==> src/rtl/shift_sequencer.sv <==
// Shares one shift datapath between two requesters: round-robin grant in IDLE,
// then one power-of-two pass (8/4/2/1) per clock until the count is consumed.
module shift_sequencer #(
   parameter int WIDTH = 16
) (
   input  logic             clk,
   input  logic             rst,
   input  logic [1:0]       req_valid,
   output logic [1:0]       req_ready,
   input  logic [WIDTH-1:0] req_in0,
   input  logic [1:0]       req_op0,
   input  logic [3:0]       req_cnt0,
   input  logic [WIDTH-1:0] req_in1,
   input  logic [1:0]       req_op1,
   input  logic [3:0]       req_cnt1,
   output logic             rsp_valid,
   input  logic             rsp_ready,
   output logic [WIDTH-1:0] rsp_data,
   output logic             rsp_id,
   output logic             busy
);

   typedef enum logic [1:0] {
      IDLE  = 2'd0,
      SHIFT = 2'd1,
      DONE  = 2'd2
   } state_t;

   state_t           r_state;
   state_t           w_state_nxt;
   logic             r_ptr;
   logic             r_id;
   logic [1:0]       r_op;
   logic [3:0]       r_cnt;
   logic [WIDTH-1:0] r_data;

   logic             w_any_valid;
   logic             w_grant_id;
   logic             w_accept;
   logic [WIDTH-1:0] w_sel_data;
   logic [1:0]       w_sel_op;
   logic [3:0]       w_sel_cnt;
   logic [3:0]       w_pass;
   logic [3:0]       w_cnt_left;

   // Rotates use a doubled word so the wrapped bits fall out of the shift.
   function automatic logic [WIDTH-1:0] shift_pass(input logic [WIDTH-1:0] d,
                                                   input logic [1:0]       op,
                                                   input logic [3:0]       amt);
      logic [2*WIDTH-1:0] w_dbl;
      w_dbl = {d, d};
      case (op)
         2'b00:   begin w_dbl = w_dbl << amt; shift_pass = w_dbl[2*WIDTH-1:WIDTH]; end
         2'b01:   shift_pass = d << amt;
         2'b10:   begin w_dbl = w_dbl >> amt; shift_pass = w_dbl[WIDTH-1:0]; end
         2'b11:   shift_pass = d >> amt;
         default: shift_pass = d;
      endcase
   endfunction

   // Arbitration and request-side handshake; only live in IDLE.
   always_comb begin
      w_any_valid = |req_valid;
      w_grant_id  = 1'b0;
      if (req_valid == 2'b11) begin
         w_grant_id = r_ptr;
      end else begin
         w_grant_id = req_valid[1];
      end
      w_accept  = (r_state == IDLE) && w_any_valid;
      req_ready = 2'b00;
      if (w_accept) begin
         req_ready = w_grant_id ? 2'b10 : 2'b01;
      end else begin
         req_ready = 2'b00;
      end
      if (w_grant_id) begin
         w_sel_data = req_in1;
         w_sel_op   = req_op1;
         w_sel_cnt  = req_cnt1;
      end else begin
         w_sel_data = req_in0;
         w_sel_op   = req_op0;
         w_sel_cnt  = req_cnt0;
      end
   end

   // Highest remaining count bit is both the pass amount and the bit to clear.
   always_comb begin
      w_pass = 4'd0;
      if (r_cnt[3]) begin
         w_pass = 4'd8;
      end else if (r_cnt[2]) begin
         w_pass = 4'd4;
      end else if (r_cnt[1]) begin
         w_pass = 4'd2;
      end else if (r_cnt[0]) begin
         w_pass = 4'd1;
      end else begin
         w_pass = 4'd0;
      end
      w_cnt_left = r_cnt & ~w_pass;
   end

   // Next-state decode.
   always_comb begin
      w_state_nxt = r_state;
      case (r_state)
         IDLE: begin
            if (w_accept) begin
               w_state_nxt = (w_sel_cnt != 4'd0) ? SHIFT : DONE;
            end else begin
               w_state_nxt = IDLE;
            end
         end
         SHIFT: begin
            if (w_cnt_left == 4'd0) begin
               w_state_nxt = DONE;
            end else begin
               w_state_nxt = SHIFT;
            end
         end
         DONE: begin
            if (rsp_ready) begin
               w_state_nxt = IDLE;
            end else begin
               w_state_nxt = DONE;
            end
         end
         default: w_state_nxt = IDLE;
      endcase
   end

   // State register.
   always_ff @(posedge clk or posedge rst) begin
      if (rst) begin
         r_state <= IDLE;
      end else begin
         r_state <= w_state_nxt;
      end
   end

   // Operand latch on accept, then one pass per SHIFT cycle.
   always_ff @(posedge clk or posedge rst) begin
      if (rst) begin
         r_ptr  <= 1'b0;
         r_id   <= 1'b0;
         r_op   <= 2'b00;
         r_cnt  <= 4'd0;
         r_data <= '0;
      end else if (w_accept) begin
         r_ptr  <= ~w_grant_id;
         r_id   <= w_grant_id;
         r_op   <= w_sel_op;
         r_cnt  <= w_sel_cnt;
         r_data <= w_sel_data;
      end else if (r_state == SHIFT) begin
         r_data <= shift_pass(r_data, r_op, w_pass);
         r_cnt  <= w_cnt_left;
      end
   end

   assign rsp_valid = (r_state == DONE);
   assign busy      = (r_state != IDLE);
   assign rsp_data  = r_data;
   assign rsp_id    = r_id;

endmodule

==> config.mk <==
export PLATFORM = sky130hd
export DESIGN_NAME = shift_sequencer
export DESIGN_NICKNAME = d
export VERILOG_FILES = /design/src/rtl/shift_sequencer.sv
export SDC_FILE = /design/constraint.sdc
export NUM_CORES = 1
export LEC_CHECK = 0
export CAP_MARGIN = 20
export CORE_MARGIN = 8
export CORE_UTILIZATION = 44
export CTS_CLUSTER_SIZE = 40
export DETAILED_ROUTE_END_ITERATION = 8
export DONT_BUFFER_PORTS = 1
export PLACE_DENSITY_LB_ADDON = 0.2
export REMOVE_ABC_BUFFERS = 1
export SLEW_MARGIN = 30
export SYNTH_ARGS = -nofsm -noshare
export SYNTH_HDL_FRONTEND = slang
export SYNTH_SLANG_ARGS = --single-unit
==> constraint.sdc <==
create_clock -name clk -period 2.81 [get_ports clk]
set_input_delay 0.562 -clock clk [delete_from_list [all_inputs] [get_ports clk]]
set_output_delay 0.562 -clock clk [all_outputs]
set_load 0.02 [all_outputs]
==> impl_metrics.py, run 1 <==
metrics = {
    "sta": {
        "slew_viol_final": 0,
        "slew-limit-headroom_pct": 50.3,
        "setup_viol": 0,
        "holdWs_ns": 0.215,
        "fin_tns_setup_ns": 0,
        "rsz0062_at_grt": "no",
        "period_needed_ns": 2.41,
        "fin_worst_skew_ns": 0.00753,
        "finalCritPeriodShare_pct": 85.7,
        "final_hold_viol_count": 0,
        "worst_pin_slew_ns": 0.744,
        "max_freq_ghz": 0.415,
    },
    "clock_tree": {
        "cts_tree": "built",
        "numCtsBuffers": 3,
        "cts_resized": 0,
        "root_buffer": "clkbuf_8",
        "clk_pin_slew_ns": 0.12,
        "clk_latency_ns": 0.29,
        "htree_levels": 1,
        "postCtsHoldBufs": 0,
        "cts_setup_buffers": 0,
        "clock_sinks": 26,
        "cts_buffer_depth": 2,
    },
    "synth": {
        "ys.flop_type": "dfrtp_1",
        "yosysSeqAreaShare_pct": 21.4,
        "ys_ff_latch": 26,
        "yosysMostFrequentCell": "a21oi_1",
        "yosysTopAreaCell": "dfrtp_1",
        "ys_types": 59,
        "postSynthCellCount": 413,
        "synth_edf_count": 0,
        "async_reset_ff_share_pct": 100,
        "ys_top_cells_by_count": "a21oi_1, clkbuf_1, nor2_1",
        "yosysWarnings": 0,
        "syn_avg_cell_area_sq_um": 7.36,
        "netlist_area_sq_um": 3040,
        "netlist.area_leader.share_pct": 21.4,
        "ys_top_cells_by_area": "dfrtp_1, a21oi_1, mux2i_1, o21ai_0, clkbuf_1",
    },
    "layout": {
        "antennaDiodeCount": 0,
        "drive_gt1_share_pct": 10.4,
        "nets": 445,
        "syn2layout_area_growth_pct": 5.93,
        "fin_util_pct": 47.6,
    },
    "power": {
        "power.internal_mw": 2.13,
        "power.total_mw": 5.07,
        "peakVddDrop_mv": 0.608,
        "swShare_pct": 57.9,
        "sequentialPowerShare_pct": 26.8,
        "switchingPower_mw": 2.94,
        "power_density_nw_per_um2": 1580,
        "clock_power_share_pct": 6.8,
        "combPwrFrac_pct": 66.4,
        "power.static_leakage_nw": 1.26,
    },
    "hold_path": {
        "hold_path.class": "input pin to asynchronous set/reset pin",
    },
    "routing": {
        "dr.max_layer_used": "met4",
        "drc_errors": 0,
        "first_pass_iters": 6,
        "wl_met2_um": 5720,
        "wirelength_um": 13100,
        "wl_met1_um": 5400,
        "drt_iter0_drc": 457,
        "ant_nets": 0,
        "routedWlPerCell_um": 27.6,
        "viasPerCell": 7.62,
        "wl_met3_um": 1570,
        "dr_total_vias": 3621,
    },
    "die": {
        "die_area_sq_um": 9820,
        "std_cell_rows": 30,
        "die_x_um": 99.1,
        "core_area_sq_um": 6760,
        "io_pins": 70,
        "die_h_um": 99.1,
        "start_util_pct": 45.0,
    },
    "global_routing": {
        "antenna_found_initial": 0,
        "grt_pass1_wl_um": 20500,
        "grt_usage_pct": 26.4,
        "gr-total-overflow": 0,
        "first_global_vias": 3523,
        "grt_max_degree": 29,
    },
    "placement": {
        "gp_congestion": 0.979,
        "hpwl_um": 9310,
        "io_buffers": 0,
    },
    "outcome": {
        "status": "complete, no violations",
    },
    "critical_path": {
        "crit_path_end_kind": "output pin",
        "r2r_slack_ns": 0.49,
        "cp-start-kind": "flip-flop",
        "path_class": "flip-flop to output pin",
        "rr_worst_depth": 5,
        "startpoint": "r_state[0]",
        "worstReg2RegEnd": "rsp_data[1]",
        "critPathMaxFanout": 11,
        "rr_startpoint": "r_cnt[3]",
        "required_ns": 2.25,
        "worstPathArrival_ns": 1.85,
    },
    "job": {
        "max-cap-violations": 0,
    },
}
==> sequential cells by signal (all words and copies together), names as in the netlist <==
name / cells
rsp_data: 16
r_op: 2
rsp_id: 1
r_ptr: 1
r_state: 2
r_cnt: 4
==> layout make-up <==
cell class,count,area (sq um)
repair buffers,25,200
flip-flops and latches,26,651
well taps,80,100
fillers,706,3540
multi-input cells,321,2120
clock inverters,1,30.0
clock buffers,3,41.3
inverters,19,71.3
==> worst max-delay path by stage <==
| stage | endpoint | slack, ns | cells after the start |
|---|---|---|---|
| after floorplan | r_state[1] | 0.30 | 5 |
| after global placement | rsp_data[1] | 0.57 | 5 |
| after detailed placement | rsp_data[1] | 0.53 | 5 |
| after CTS | req_ready[1] | 0.40 | 3 |
| after global routing | req_ready[1] | 0.27 | 3 |
| final | req_ready[1] | 0.40 | 3 |
==> per-layer routing <==
| layer | track usage (%) | vias up |
|---|---|---|
| met3 | 5.31 | 49 |
| met2 | 40.2 | 300 |
| met5 | 0 | - |
| met4 | 10.1 | 0 |
| li1 | - | 1550 |
| met1 | 35.7 | 1722 |
==> power groups by stage <==
stage | combinational [mW] | clock (mW) | sequential [mW]
after CTS | 3.27 | 0.344 | 1.32
after floorplan | 2.07 | 0 | 1.22
after global routing | 3.63 | 0.357 | 1.38
final | 3.37 | 0.344 | 1.36
after global placement | 3.27 | 0 | 1.33
after detailed placement | 3.25 | 0 | 1.33
==> per-stage QoR <==
stage	instances	cell area, sq um	setup slack [ns]
floorplan	366	2850	0.302
global placement	471	3150	0.567
detailed placement	471	3150	0.532
CTS	475	3220	0.403
global route	475	3220	0.267
finish	475	3220	0.402
==> worst max-delay path, stage by stage, from the launching register on <==
cell     delay (ns)
dfrtp_1        0.52
nor2_1         0.32
and3_1         0.49
buf_4          0.23
==> cells by family (layout without fill, tap and decap cells) <==
kind of cell	after synthesis	count (layout)	share of synthesized area, %
adder cells (fa/ha/maj)	1	1	0.330
AND/OR/NAND/NOR	125	125	21.8
flip-flops	26	26	21.4
multiplexers	20	20	6.96
buffers and inverters	66	48	8.65
AO/OA/AOI/OAI	175	175	40.9
==> placed cells by master, fill, tap and decap left out, types with 4 or more instances in the layout <==
| master | netlist | layout |
|---|---|---|
| o221ai_1 | 8 | 8 |
| and3_1 | 6 | 6 |
| nor3_1 | 9 | 9 |
| a21oi_1 | 33 | 33 |
| o22ai_1 | 8 | 8 |
| o21ai_0 | 22 | 22 |
| o31ai_1 | 5 | 5 |
| nor4b_1 | 5 | 5 |
| o32a_1 | 5 | 5 |
| a22oi_1 | 9 | 9 |
| nor2b_1 | 12 | 12 |
| o211ai_1 | 13 | 13 |
| nor3b_1 | 4 | 4 |
| buf_4 | 0 | 24 |
| nor2_1 | 29 | 29 |
| mux2_2 | 5 | 5 |
| nand2b_1 | 11 | 11 |
| a221oi_1 | 11 | 11 |
| a21o_1 | 6 | 6 |
| or2_2 | 4 | 4 |
| a22o_1 | 5 | 5 |
| a31oi_1 | 9 | 9 |
| dfrtp_1 | 26 | 26 |
| mux2i_1 | 14 | 14 |
| o21a_1 | 7 | 7 |
| nand2_1 | 26 | 26 |
| inv_1 | 19 | 19 |
Power figures use the tool's default switching activity.
==> inputs of run 2 (changes only) <==
- clock period: 2.81 -> 2.25 ns (I/O delays scaled with it)
==> impl_metrics.py, run 2 (synthesis results as in run 1) <==
metrics = {
    "outcome": {
        "status": "complete, no violations",
    },
    "sta": {
        "setup_viol": 0,
        "max_freq_ghz": 0.493,
        "worst_pin_slew_ns": 0.689,
        "slew_viol_final": 0,
        "period_needed_ns": 2.03,
        "fin_worst_skew_ns": 0.00723,
        "final_hold_viol_count": 0,
        "finalCritPeriodShare_pct": 90.2,
        "holdWs_ns": 0.0984,
        "rsz0062_at_grt": "no",
        "slew-limit-headroom_pct": 54.0,
    },
    "routing": {
        "viasPerCell": 7.25,
        "drc_errors": 0,
        "drt_iter0_drc": 396,
        "wirelength_um": 13100,
        "ant_nets": 0,
        "dr_total_vias": 3605,
        "routedWlPerCell_um": 26.4,
        "first_pass_iters": 4,
    },
    "clock_tree": {
        "clock_sinks": 26,
        "htree_levels": 1,
        "clk_pin_slew_ns": 0.11,
        "clk_latency_ns": 0.30,
        "numCtsBuffers": 3,
        "cts_tree": "built",
        "cts_buffer_depth": 2,
        "root_buffer": "clkbuf_8",
    },
    "job": {
        "max-cap-violations": 0,
    },
    "placement": {
        "io_buffers": 0,
        "hpwl_um": 9450,
        "gp_congestion": 0.978,
        "place_inst": 493,
    },
    "global_routing": {
        "grt_pass1_wl_um": 20400,
        "grt_max_degree": 52,
        "antenna_found_initial": 0,
        "first_global_vias": 3517,
        "gr-total-overflow": 0,
        "grt_usage_pct": 26.5,
    },
    "critical_path": {
        "path_cells": "or4b_1 > mux2_4 > o32a_1 > o211ai_1 > a31oi_1",
        "required_ns": 2.42,
        "path_class": "flip-flop to flip-flop",
        "worstPathArrival_ns": 2.20,
        "cp-start-kind": "flip-flop",
        "critPathMaxFanout": 6,
        "crit_path_end_kind": "flip-flop",
        "cpPeakStageDelay_ns": 0.68,
        "critPathSlowestCell": "or4b_1",
    },
    "layout": {
        "final_cell_mix": "buf_4, a21oi_1, nor2_1",
        "final_common_cell": "buf_4",
        "drive_gt1_share_pct": 15.3,
        "nets": 467,
        "stdcell_count": 497,
        "fin_util_pct": 50.5,
        "syn2layout_area_growth_pct": 12.2,
        "fillers": 685,
        "antennaDiodeCount": 0,
        "ff_latch_area_sq_um": 651,
        "largest_reg_flops": 16,
        "multi_input_area_sq_um": 2130,
    },
    "die": {
        "start_util_pct": 45.0,
        "die_h_um": 99.1,
        "io_pins": 70,
        "core_area_sq_um": 6760,
        "std_cell_rows": 30,
        "die_x_um": 99.1,
        "die_area_sq_um": 9820,
    },
    "power": {
        "power.static_leakage_nw": 1.37,
        "peakVddDrop_mv": 0.835,
        "power_density_nw_per_um2": 1960,
        "power.total_mw": 6.67,
    },
    "hold_path": {
        "hold_path.class": "input pin to asynchronous set/reset pin",
    },
}
## run 2: cell types whose count changed in the layout (fill, tap and decap cells not counted)
| cell | previous run | this run |
|---|---|---|
| buf_4 | 24 | 44 |
| and3_2 | 0 | 1 |
| and3_1 | 6 | 5 |
| buf_12 | 1 | 3 |
## run 2: per-layer routing
layer / GRT usage, % / part of all wire [%] / vias up
met1: 34.7 / 43 / 1729
met2: 40.7 / 44 / 247
met5: 0 / 0 / -
met3: 6.56 / 9.9 / 31
li1: - / - / 1598
met4: 10.8 / 3.2 / 0
## run 2: path summary, 6_finish.rpt
kind | from | endpoint | slack, ns | cells past startpoint
worst max-delay path | r_cnt[3] | rsp_data[1] | 0.22 | 5
worst min-delay path | rst | rsp_data[12] | 0.1 | 2
worst max register to register | r_cnt[3] | rsp_data[1] | 0.22 | 5
worst min register to register | r_ptr | r_ptr | 0.56 | 2
max in group asynchronous | rst | r_cnt[3] | 1.88 | 2
min in group clk | req_op0[1] | r_op[1] | 0.29 | 2
## run 2: stage by stage
stage,setup TNS [ns],area (sq um),setup WS [ns]
floorplan,-0.730,2850,-0.258
global placement,0,3340,0.249
detailed placement,0,3340,0.236
CTS,0,3410,0.0470
global route,0,3410,0.0793
finish,0,3410,0.221
## run 2: worst max-delay path, delay by kind of cell, from the launching register on
kind               cells  cell delay, ns
and+or+nand+nor        1            0.68
AOI/OAI and AO/OA      3            0.47
muxes                  1            0.35
DFF                    1            0.42
## run 2: final cells by class
cell class	count	share of cell area, %
timing repair buffer	47	11.4
multi-input combinational	321	62.3
sequential	26	19.1
clock inverter	1	0.881
inverter	19	2.09
tap	80	2.94
clock buffer	3	1.21
## run 2: power breakdown
part	total [mW]	internal (mW)	switching, mW
clock	0.425	0.239	0.186
combinational	4.94	2.03	2.91
sequential	1.30	0.704	0.601
total	6.67	2.97	3.69
## run 2: what timing repair did
item	4_1_cts	5_1_grt
resized for setup	0	1
hold buffers	0	0
buffers inserted	0	0
setup endpoints to repair	0	1
